$ cat src/rtl/arc4_sched_if.sv
// arc4_sched_if -- bundle of every non-clock/reset signal of arc4_sched.
//
// Signals:
//   en / rdy / err / phase        upstream start handshake, sticky timeout
//                                 flag and active-phase indicator
//   <x>_en / <x>_rdy              start strobe and ready flag per engine
//                                 (x = init, ksa, prga)
//   <x>_addr / <x>_wrdata / <x>_wren
//                                 S-memory request from each engine
//   s_addr / s_wrdata / s_wren    arbitrated single-port S-memory request
//
// Modports:
//   slave  : the sequencer's view (arc4_sched)
//   master : the surrounding logic's view (upstream controller + engines)
interface arc4_sched_if;
  logic       en;
  logic       rdy;
  logic       err;
  logic [1:0] phase;

  logic       init_en;
  logic       ksa_en;
  logic       prga_en;
  logic       init_rdy;
  logic       ksa_rdy;
  logic       prga_rdy;

  logic [7:0] init_addr;
  logic [7:0] ksa_addr;
  logic [7:0] prga_addr;
  logic [7:0] init_wrdata;
  logic [7:0] ksa_wrdata;
  logic [7:0] prga_wrdata;
  logic       init_wren;
  logic       ksa_wren;
  logic       prga_wren;

  logic [7:0] s_addr;
  logic [7:0] s_wrdata;
  logic       s_wren;

  modport slave (
    input  en,
    input  init_rdy, ksa_rdy, prga_rdy,
    input  init_addr, ksa_addr, prga_addr,
    input  init_wrdata, ksa_wrdata, prga_wrdata,
    input  init_wren, ksa_wren, prga_wren,
    output rdy, err, phase,
    output init_en, ksa_en, prga_en,
    output s_addr, s_wrdata, s_wren
  );

  modport master (
    output en,
    output init_rdy, ksa_rdy, prga_rdy,
    output init_addr, ksa_addr, prga_addr,
    output init_wrdata, ksa_wrdata, prga_wrdata,
    output init_wren, ksa_wren, prga_wren,
    input  rdy, err, phase,
    input  init_en, ksa_en, prga_en,
    input  s_addr, s_wrdata, s_wren
  );
endinterface

$ cat src/rtl/arc4_sched.sv
// arc4_sched -- phase sequencer and S-memory arbiter for the ARC4 core.
//
// One accepted start request runs the init, KSA and PRGA engines strictly
// in that order. While a phase is active, that engine owns the single-port
// S-memory: its address, write data and write enable are muxed onto s_*.
// Upstream sees the same en/rdy handshake an individual engine offers.
//
// Ports:
//   clk    system clock, rising edge
//   rst_n  asynchronous active-low reset
//   bus    arc4_sched_if.slave (handshake, engine strobes/flags, memory mux)
//
// Parameters:
//   TIMEOUT_CYCLES  cycle limit for a single phase (timeout build only)
//
// Optional feature: define ARC4_SCHED_TIMEOUT_EN to build the per-phase
// watchdog. A phase that runs TIMEOUT_CYCLES cycles is aborted back to IDLE
// and err is set (sticky until the next accepted en). Without the macro err
// is tied low and a hung engine stalls the sequencer.
module arc4_sched #(
  parameter int TIMEOUT_CYCLES = 4096
) (
  input  logic         clk,
  input  logic         rst_n,
  arc4_sched_if.slave  bus
);

  typedef enum logic [2:0] {
    IDLE      = 3'd0,
    INIT_GO   = 3'd1,
    INIT_WAIT = 3'd2,
    KSA_GO    = 3'd3,
    KSA_WAIT  = 3'd4,
    PRGA_GO   = 3'd5,
    PRGA_WAIT = 3'd6
  } state_t;

  state_t     state_reg;
  state_t     state_next;
  logic       seen_low_reg;
  logic       seen_low_next;

  logic [1:0] phase_int;
  logic       in_go;
  logic       in_wait;
  logic       owner_rdy;

  // Engine request tables indexed by phase. Slot 0 is the idle "owner":
  // all zeros, so IDLE drives s_* to 0 and no wren can leak through.
  logic [3:0] eng_rdy;
  logic [7:0] eng_addr   [4];
  logic [7:0] eng_wrdata [4];
  logic [3:0] eng_wren;

  assign eng_rdy       = {bus.prga_rdy, bus.ksa_rdy, bus.init_rdy, 1'b0};
  assign eng_wren      = {bus.prga_wren, bus.ksa_wren, bus.init_wren, 1'b0};
  assign eng_addr[0]   = 8'h00;
  assign eng_addr[1]   = bus.init_addr;
  assign eng_addr[2]   = bus.ksa_addr;
  assign eng_addr[3]   = bus.prga_addr;
  assign eng_wrdata[0] = 8'h00;
  assign eng_wrdata[1] = bus.init_wrdata;
  assign eng_wrdata[2] = bus.ksa_wrdata;
  assign eng_wrdata[3] = bus.prga_wrdata;

`ifdef ARC4_SCHED_TIMEOUT_EN
  localparam int CNT_W = $clog2(TIMEOUT_CYCLES + 1);
  localparam logic [CNT_W-1:0] CNT_LIMIT = CNT_W'(TIMEOUT_CYCLES);

  logic [CNT_W-1:0] cnt_reg;
  logic             err_reg;
  logic             timeout_hit;
  logic             go_entry;
`endif

  // Next-state and phase decode.
  always_comb begin
    state_next    = state_reg;
    seen_low_next = seen_low_reg;
    phase_int     = 2'd0;
    in_go         = 1'b0;
    in_wait       = 1'b0;
`ifdef ARC4_SCHED_TIMEOUT_EN
    timeout_hit   = 1'b0;
    go_entry      = 1'b0;
`endif

    case (state_reg)
      INIT_GO:   begin phase_int = 2'd1; in_go   = 1'b1; end
      INIT_WAIT: begin phase_int = 2'd1; in_wait = 1'b1; end
      KSA_GO:    begin phase_int = 2'd2; in_go   = 1'b1; end
      KSA_WAIT:  begin phase_int = 2'd2; in_wait = 1'b1; end
      PRGA_GO:   begin phase_int = 2'd3; in_go   = 1'b1; end
      PRGA_WAIT: begin phase_int = 2'd3; in_wait = 1'b1; end
      default:   ;
    endcase

    owner_rdy = eng_rdy[phase_int];

    if (state_reg == IDLE && bus.en) begin
      state_next = INIT_GO;
    end

    // GO -> WAIT once the engine is ready to take the strobe.
    if (in_go && owner_rdy) begin
      state_next = state_t'(state_reg + 3'd1);
    end

    // The engine keeps rdy high for the first WAIT cycle, so completion
    // is only trusted after rdy has been observed low in this WAIT.
    if (in_wait && seen_low_reg && owner_rdy) begin
      state_next = (state_reg == PRGA_WAIT) ? IDLE : state_t'(state_reg + 3'd1);
    end

`ifdef ARC4_SCHED_TIMEOUT_EN
    if (phase_int != 2'd0 && cnt_reg == CNT_LIMIT) begin
      timeout_hit = 1'b1;
      state_next  = IDLE;
    end
    go_entry = (state_next != state_reg) &&
               (state_next == INIT_GO || state_next == KSA_GO || state_next == PRGA_GO);
`endif

    // The flag belongs to one WAIT visit; any state change clears it.
    if (state_next != state_reg) begin
      seen_low_next = 1'b0;
    end else if (in_wait && !owner_rdy) begin
      seen_low_next = 1'b1;
    end
  end

  always_ff @(posedge clk or negedge rst_n) begin
    if (!rst_n) begin
      state_reg    <= IDLE;
      seen_low_reg <= 1'b0;
    end else begin
      state_reg    <= state_next;
      seen_low_reg <= seen_low_next;
    end
  end

`ifdef ARC4_SCHED_TIMEOUT_EN
  // Phase watchdog: restarts on each GO entry and keeps running through
  // the following WAIT, so it bounds the whole phase. It saturates at the
  // limit; the FSM leaves the phase on the next edge anyway.
  always_ff @(posedge clk or negedge rst_n) begin
    if (!rst_n) begin
      cnt_reg <= '0;
      err_reg <= 1'b0;
    end else begin
      if (go_entry) begin
        cnt_reg <= '0;
      end else if (phase_int != 2'd0 && cnt_reg != CNT_LIMIT) begin
        cnt_reg <= cnt_reg + 1'b1;
      end

      if (state_reg == IDLE && bus.en) begin
        err_reg <= 1'b0;
      end else if (timeout_hit) begin
        err_reg <= 1'b1;
      end
    end
  end

  assign bus.err = err_reg;
`else
  assign bus.err = 1'b0;
`endif

  // Moore outputs: decoded from the state register only.
  assign bus.rdy     = (state_reg == IDLE);
  assign bus.phase   = phase_int;
  assign bus.init_en = (state_reg == INIT_GO);
  assign bus.ksa_en  = (state_reg == KSA_GO);
  assign bus.prga_en = (state_reg == PRGA_GO);

  // Zero-latency memory mux; non-owner write enables never pass.
  assign bus.s_addr   = eng_addr[phase_int];
  assign bus.s_wrdata = eng_wrdata[phase_int];
  assign bus.s_wren   = eng_wren[phase_int];

endmodule

$ cat src/flat_wrapper.sv
// flat-port wrapper written by rule: the top's interface ports become plain ports
module arc4_sched_flat 
#(
  parameter int TIMEOUT_CYCLES = 4096
)
  (clk, rst_n, bus_en, bus_init_rdy, bus_ksa_rdy, bus_prga_rdy, bus_init_addr, bus_ksa_addr, bus_prga_addr, bus_init_wrdata, bus_ksa_wrdata, bus_prga_wrdata, bus_init_wren, bus_ksa_wren, bus_prga_wren, bus_rdy, bus_err, bus_phase, bus_init_en, bus_ksa_en, bus_prga_en, bus_s_addr, bus_s_wrdata, bus_s_wren);
  arc4_sched_if bus_i ();
  input  logic clk;
  input  logic rst_n;
  input wire logic [$bits(bus_i.en)-1:0] bus_en;
  input wire logic [$bits(bus_i.init_rdy)-1:0] bus_init_rdy;
  input wire logic [$bits(bus_i.ksa_rdy)-1:0] bus_ksa_rdy;
  input wire logic [$bits(bus_i.prga_rdy)-1:0] bus_prga_rdy;
  input wire logic [$bits(bus_i.init_addr)-1:0] bus_init_addr;
  input wire logic [$bits(bus_i.ksa_addr)-1:0] bus_ksa_addr;
  input wire logic [$bits(bus_i.prga_addr)-1:0] bus_prga_addr;
  input wire logic [$bits(bus_i.init_wrdata)-1:0] bus_init_wrdata;
  input wire logic [$bits(bus_i.ksa_wrdata)-1:0] bus_ksa_wrdata;
  input wire logic [$bits(bus_i.prga_wrdata)-1:0] bus_prga_wrdata;
  input wire logic [$bits(bus_i.init_wren)-1:0] bus_init_wren;
  input wire logic [$bits(bus_i.ksa_wren)-1:0] bus_ksa_wren;
  input wire logic [$bits(bus_i.prga_wren)-1:0] bus_prga_wren;
  output wire logic [$bits(bus_i.rdy)-1:0] bus_rdy;
  output wire logic [$bits(bus_i.err)-1:0] bus_err;
  output wire logic [$bits(bus_i.phase)-1:0] bus_phase;
  output wire logic [$bits(bus_i.init_en)-1:0] bus_init_en;
  output wire logic [$bits(bus_i.ksa_en)-1:0] bus_ksa_en;
  output wire logic [$bits(bus_i.prga_en)-1:0] bus_prga_en;
  output wire logic [$bits(bus_i.s_addr)-1:0] bus_s_addr;
  output wire logic [$bits(bus_i.s_wrdata)-1:0] bus_s_wrdata;
  output wire logic [$bits(bus_i.s_wren)-1:0] bus_s_wren;
  assign bus_i.en = bus_en;
  assign bus_i.init_rdy = bus_init_rdy;
  assign bus_i.ksa_rdy = bus_ksa_rdy;
  assign bus_i.prga_rdy = bus_prga_rdy;
  assign bus_i.init_addr = bus_init_addr;
  assign bus_i.ksa_addr = bus_ksa_addr;
  assign bus_i.prga_addr = bus_prga_addr;
  assign bus_i.init_wrdata = bus_init_wrdata;
  assign bus_i.ksa_wrdata = bus_ksa_wrdata;
  assign bus_i.prga_wrdata = bus_prga_wrdata;
  assign bus_i.init_wren = bus_init_wren;
  assign bus_i.ksa_wren = bus_ksa_wren;
  assign bus_i.prga_wren = bus_prga_wren;
  assign bus_rdy = bus_i.rdy;
  assign bus_err = bus_i.err;
  assign bus_phase = bus_i.phase;
  assign bus_init_en = bus_i.init_en;
  assign bus_ksa_en = bus_i.ksa_en;
  assign bus_prga_en = bus_i.prga_en;
  assign bus_s_addr = bus_i.s_addr;
  assign bus_s_wrdata = bus_i.s_wrdata;
  assign bus_s_wren = bus_i.s_wren;
  arc4_sched #(.TIMEOUT_CYCLES(TIMEOUT_CYCLES)) u_core (.clk(clk), .rst_n(rst_n), .bus(bus_i));
endmodule
$ cat config.mk
export PLATFORM = sky130hd
export DESIGN_NAME = arc4_sched_flat
export DESIGN_NICKNAME = d
export VERILOG_FILES = /design/src/rtl/arc4_sched_if.sv /design/src/rtl/arc4_sched.sv /design/src/flat_wrapper.sv
export SDC_FILE = /design/constraint.sdc
export NUM_CORES = 1
export LEC_CHECK = 0
export ABC_AREA = 1
export BUFFER_PORTS_ARGS = -buffer_cell sky130_fd_sc_hd__buf_2
export CAP_MARGIN = 10
export CORE_ASPECT_RATIO = 1.4
export CORE_MARGIN = 8
export CORE_UTILIZATION = 40
export DETAILED_ROUTE_END_ITERATION = 7
export PLACE_DENSITY = 0.83
export SYNTH_ARGS = -nofsm -noshare
export SYNTH_HDL_FRONTEND = slang
export SYNTH_SLANG_ARGS = --single-unit
$ cat constraint.sdc
create_clock -name clk -period 6 [get_ports clk]
set_input_delay 0.3 -clock clk [delete_from_list [all_inputs] [get_ports clk]]
set_output_delay 0.3 -clock clk [all_outputs]
set_load 0.03 [all_outputs]
==> key figures <==
Detailed routing
  • Post-DR wirelength/cell: 12.1 um
  • Vias: 1233
  • Routed WL: about 3200 um
  • DRT Pass-1 Iters: 4
  • Avg Vias per Cell: 4.67
  • # DRC: 0
  • Antenna-violating nets left: 0
  • 1st-iter DRT viols: 21

Synthesis
  • Post-synth EDFFs: 0
  • Top FF cell, synth: dfrtp_1
  • Cell taking the most area after synthesis: o211ai_1
  • Syn. warnings: 0
  • Most common cell in the netlist: inv_1
  • Post-Syn Area: 1010 um2
  • Area share of the largest cell type after synthesis: 0.127
  • Synth cell types: 29
  • Avg Inst Size Synth: approximately 6.5 um2
  • Synth Register Bits: 4
  • Ys async rst share: 1.00
  • Ranking of synthesized cells by area: o211ai_1 (13%), or2_2 (12%), inv_1 (11%), dfrtp_1 (9.9%), o21ai_0 (8.0%)
  • Mapped Nets: 216
  • Synth top cells by count: inv_1 (29), or2_2 (19), o211ai_1 (17)
  • Seq/Total Area, Yosys: 0.0994
  • Mapped Cells: around 150

Timing
  • Final min period: 2.68 ns
  • Fin Clk Skew: 0.00111 ns
  • Sum of negative setup slack: 0 ns
  • Fin. Hold Viols: 0
  • Rel. slew slack: 0.661
  • Max Slew Vio Count: 0
  • RSZ-0062 raised after global routing: false
  • Slew @ Worst Pin: 0.507 ns
  • Final Cycle Share: 0.446
  • Fmax achieved: 374 MHz
  • Final setup violation count: 0

Power
  • Sw Ratio: 0.652
  • Internal: 0.358 mW
  • Reg power frac: 0.055
  • Comb power frac: 0.913
  • Clock power share: 0.032
  • Cell leakage power: roughly 0.84 nW
  • Pwr Total: 1.03 mW
  • Peak VDD IR: 0.000411 V
  • Net Sw Power: 0.673 mW
  • PD cells: 720 nW/um2

CTS
  • CTS buffer count: 3
  • Resized cells post-CTS: 0
  • Worst-skew pair later-pin latency: 0.23 ns
  • CTS Sinks: 4
  • Clk root buf: clkbuf_4
  • CTS tree: yes
  • Clk slew on worst S/H paths: 0.04 ns
  • Setup repair bufs after CTS: 0
  • CTS H-tree lvls: 1
  • Cts hold-fix bufs: 1
  • Maximum clock path buffer count: 2

Setup path
  • Critical path type: register to output pin
  • Largest fanout on the critical path: 20
  • Crit. End Element: output pin
  • CP Launch Type: register
  • Reg2reg start: u_core.state_reg[0]
  • R2R depth: 14
  • R2r setup slk: 3.78 ns
  • Crit path DAT: approximately 2.4 ns
  • FF-to-FF End: u_core.seen_low_reg
  • Worst EP required: 5.70 ns

Global routing
  • Total track usage: 0.141
  • Largest net degree at the start of global routing: 21
  • Initial antenna violation count: 0
  • Global-route wire length before repair: 5130 um
  • Grt total ovfl: 0
  • Vias in the first global route: 1182

Floorplanning
  • Die ar.: 4400 um2
  • I/O Pins: a little over 80
  • Die Wd: 58.4 um
  • Core area: 2390 um2
  • Die Height: 75.4 um
  • Initial Util: 0.421
  • Row Count: 21

Place
  • Final HPWL DP: 2790 um
  • IO buf count: 79
  • Routability cong.: 0.901

Layout
  • Share of cells above drive strength 1: 0.535
  • Nets: 294
  • Antenna cells: 0
  • Largest register FFs: 3
  • Area delta synth->final: 42.2%

Status
  • Outcome: finished clean

Job
  • Maxcap violations: 0

Worst hold path
  • Worst hold path class: input pin to asynchronous set/reset pin
-- power by group through the flow --
stage | Sequential, mW | Clock, mW | Combinational, mW
2_1_floorplan | 0.0476 | 0 | 0.775
3_3_place_gp | 0.0565 | 0 | 0.947
3_5_place_dp | 0.0567 | 0 | 0.950
4_1_cts | 0.0564 | 0.0353 | 0.953
5_1_grt | 0.0588 | 0.0358 | 1.04
6_report | 0.0563 | 0.0331 | 0.942
-- through the flow --
stage | hold WS (ns) | setup slack [ns] | instances | instance area, um2 | util
final | 0.400 | 3.32 | 264 | 1430 | 0.599
after global routing | 0.414 | 3.07 | 264 | 1430 | 0.599
after CTS | 0.387 | 3.30 | 264 | 1430 | 0.599
after detailed placement | 0.107 | 3.56 | 260 | 1400 | 0.586
after global placement | 0.107 | 3.54 | 260 | 1400 | 0.586
after floorplan | 0.00441 | 3.59 | 154 | 1010 | -
-- cell type report --
| class | instances | area (um2) |
|---|---|---|
| Fill cell | 226 | 958 |
| Multi-Input combinational cell | 110 | 738 |
| Timing Repair Buffer | 80 | 405 |
| Inverter | 33 | 124 |
| Sequential cell | 4 | 100 |
| Tap cell | 34 | 42.5 |
| Clock buffer | 3 | 22.5 |
-- metal layers --
| layer | global-route usage | share of wire | wire length (um) | vias up |
|---|---|---|---|---|
| met5 | 0 | 0 | 0 | - |
| met4 | 0.0464 | 0.012 | 38 | 0 |
| met3 | 0.0507 | 0.12 | 399 | 4 |
| met2 | 0.266 | 0.49 | 1580 | 55 |
| met1 | 0.138 | 0.37 | 1190 | 521 |
| li1 | - | - | - | 653 |
-- critical path, stage by stage (launching register included) --
cell,delay [ns]
dfrtp_1,0.41
inv_1,0.13
ha_1,0.32
inv_2,0.07
nand2_2,0.23
nand3_1,0.43
o21ai_0,0.30
buf_2,0.24
-- kinds of logic (layout without fill, tap and decap cells) --
| family | count (synthesis) | count (layout) | share of synthesized area |
|---|---|---|---|
| compound gates | 41 | 41 | 0.267 |
| fa+ha+maj | 5 | 5 | 0.0621 |
| buf+inv | 40 | 116 | 0.168 |
| flops | 4 | 4 | 0.0994 |
| other cells | 1 | 1 | 0.00372 |
| simple gates | 63 | 63 | 0.400 |
-- cells in the final DEF (no fill, tap or decap), drive strengths merged --
cell type    count
inv             32
o211ai          18
ha               5
or2             19
and2             1
nor2             9
a21oi            2
nand4            2
dfrtp            4
buf             79
nand2           23
conb             1
clkinv           1
a21o             1
clkbuf           3
nand3            9
dlygate4sd3      1
o21ai           20
-- worst max-delay path by stage --
stage | end | depth (start not counted) | from
detailed placement | bus_s_wrdata[6] | 7 | u_core.state_reg[1]
finish | bus_s_wrdata[6] | 7 | u_core.state_reg[1]
global placement | bus_s_wrdata[6] | 7 | u_core.state_reg[1]
global route | bus_s_addr[5] | 7 | u_core.state_reg[1]
floorplan | bus_s_addr[0] | 7 | u_core.state_reg[0]
CTS | bus_s_wrdata[6] | 7 | u_core.state_reg[1]
Note: power is estimated with default switching activity, not from simulation.
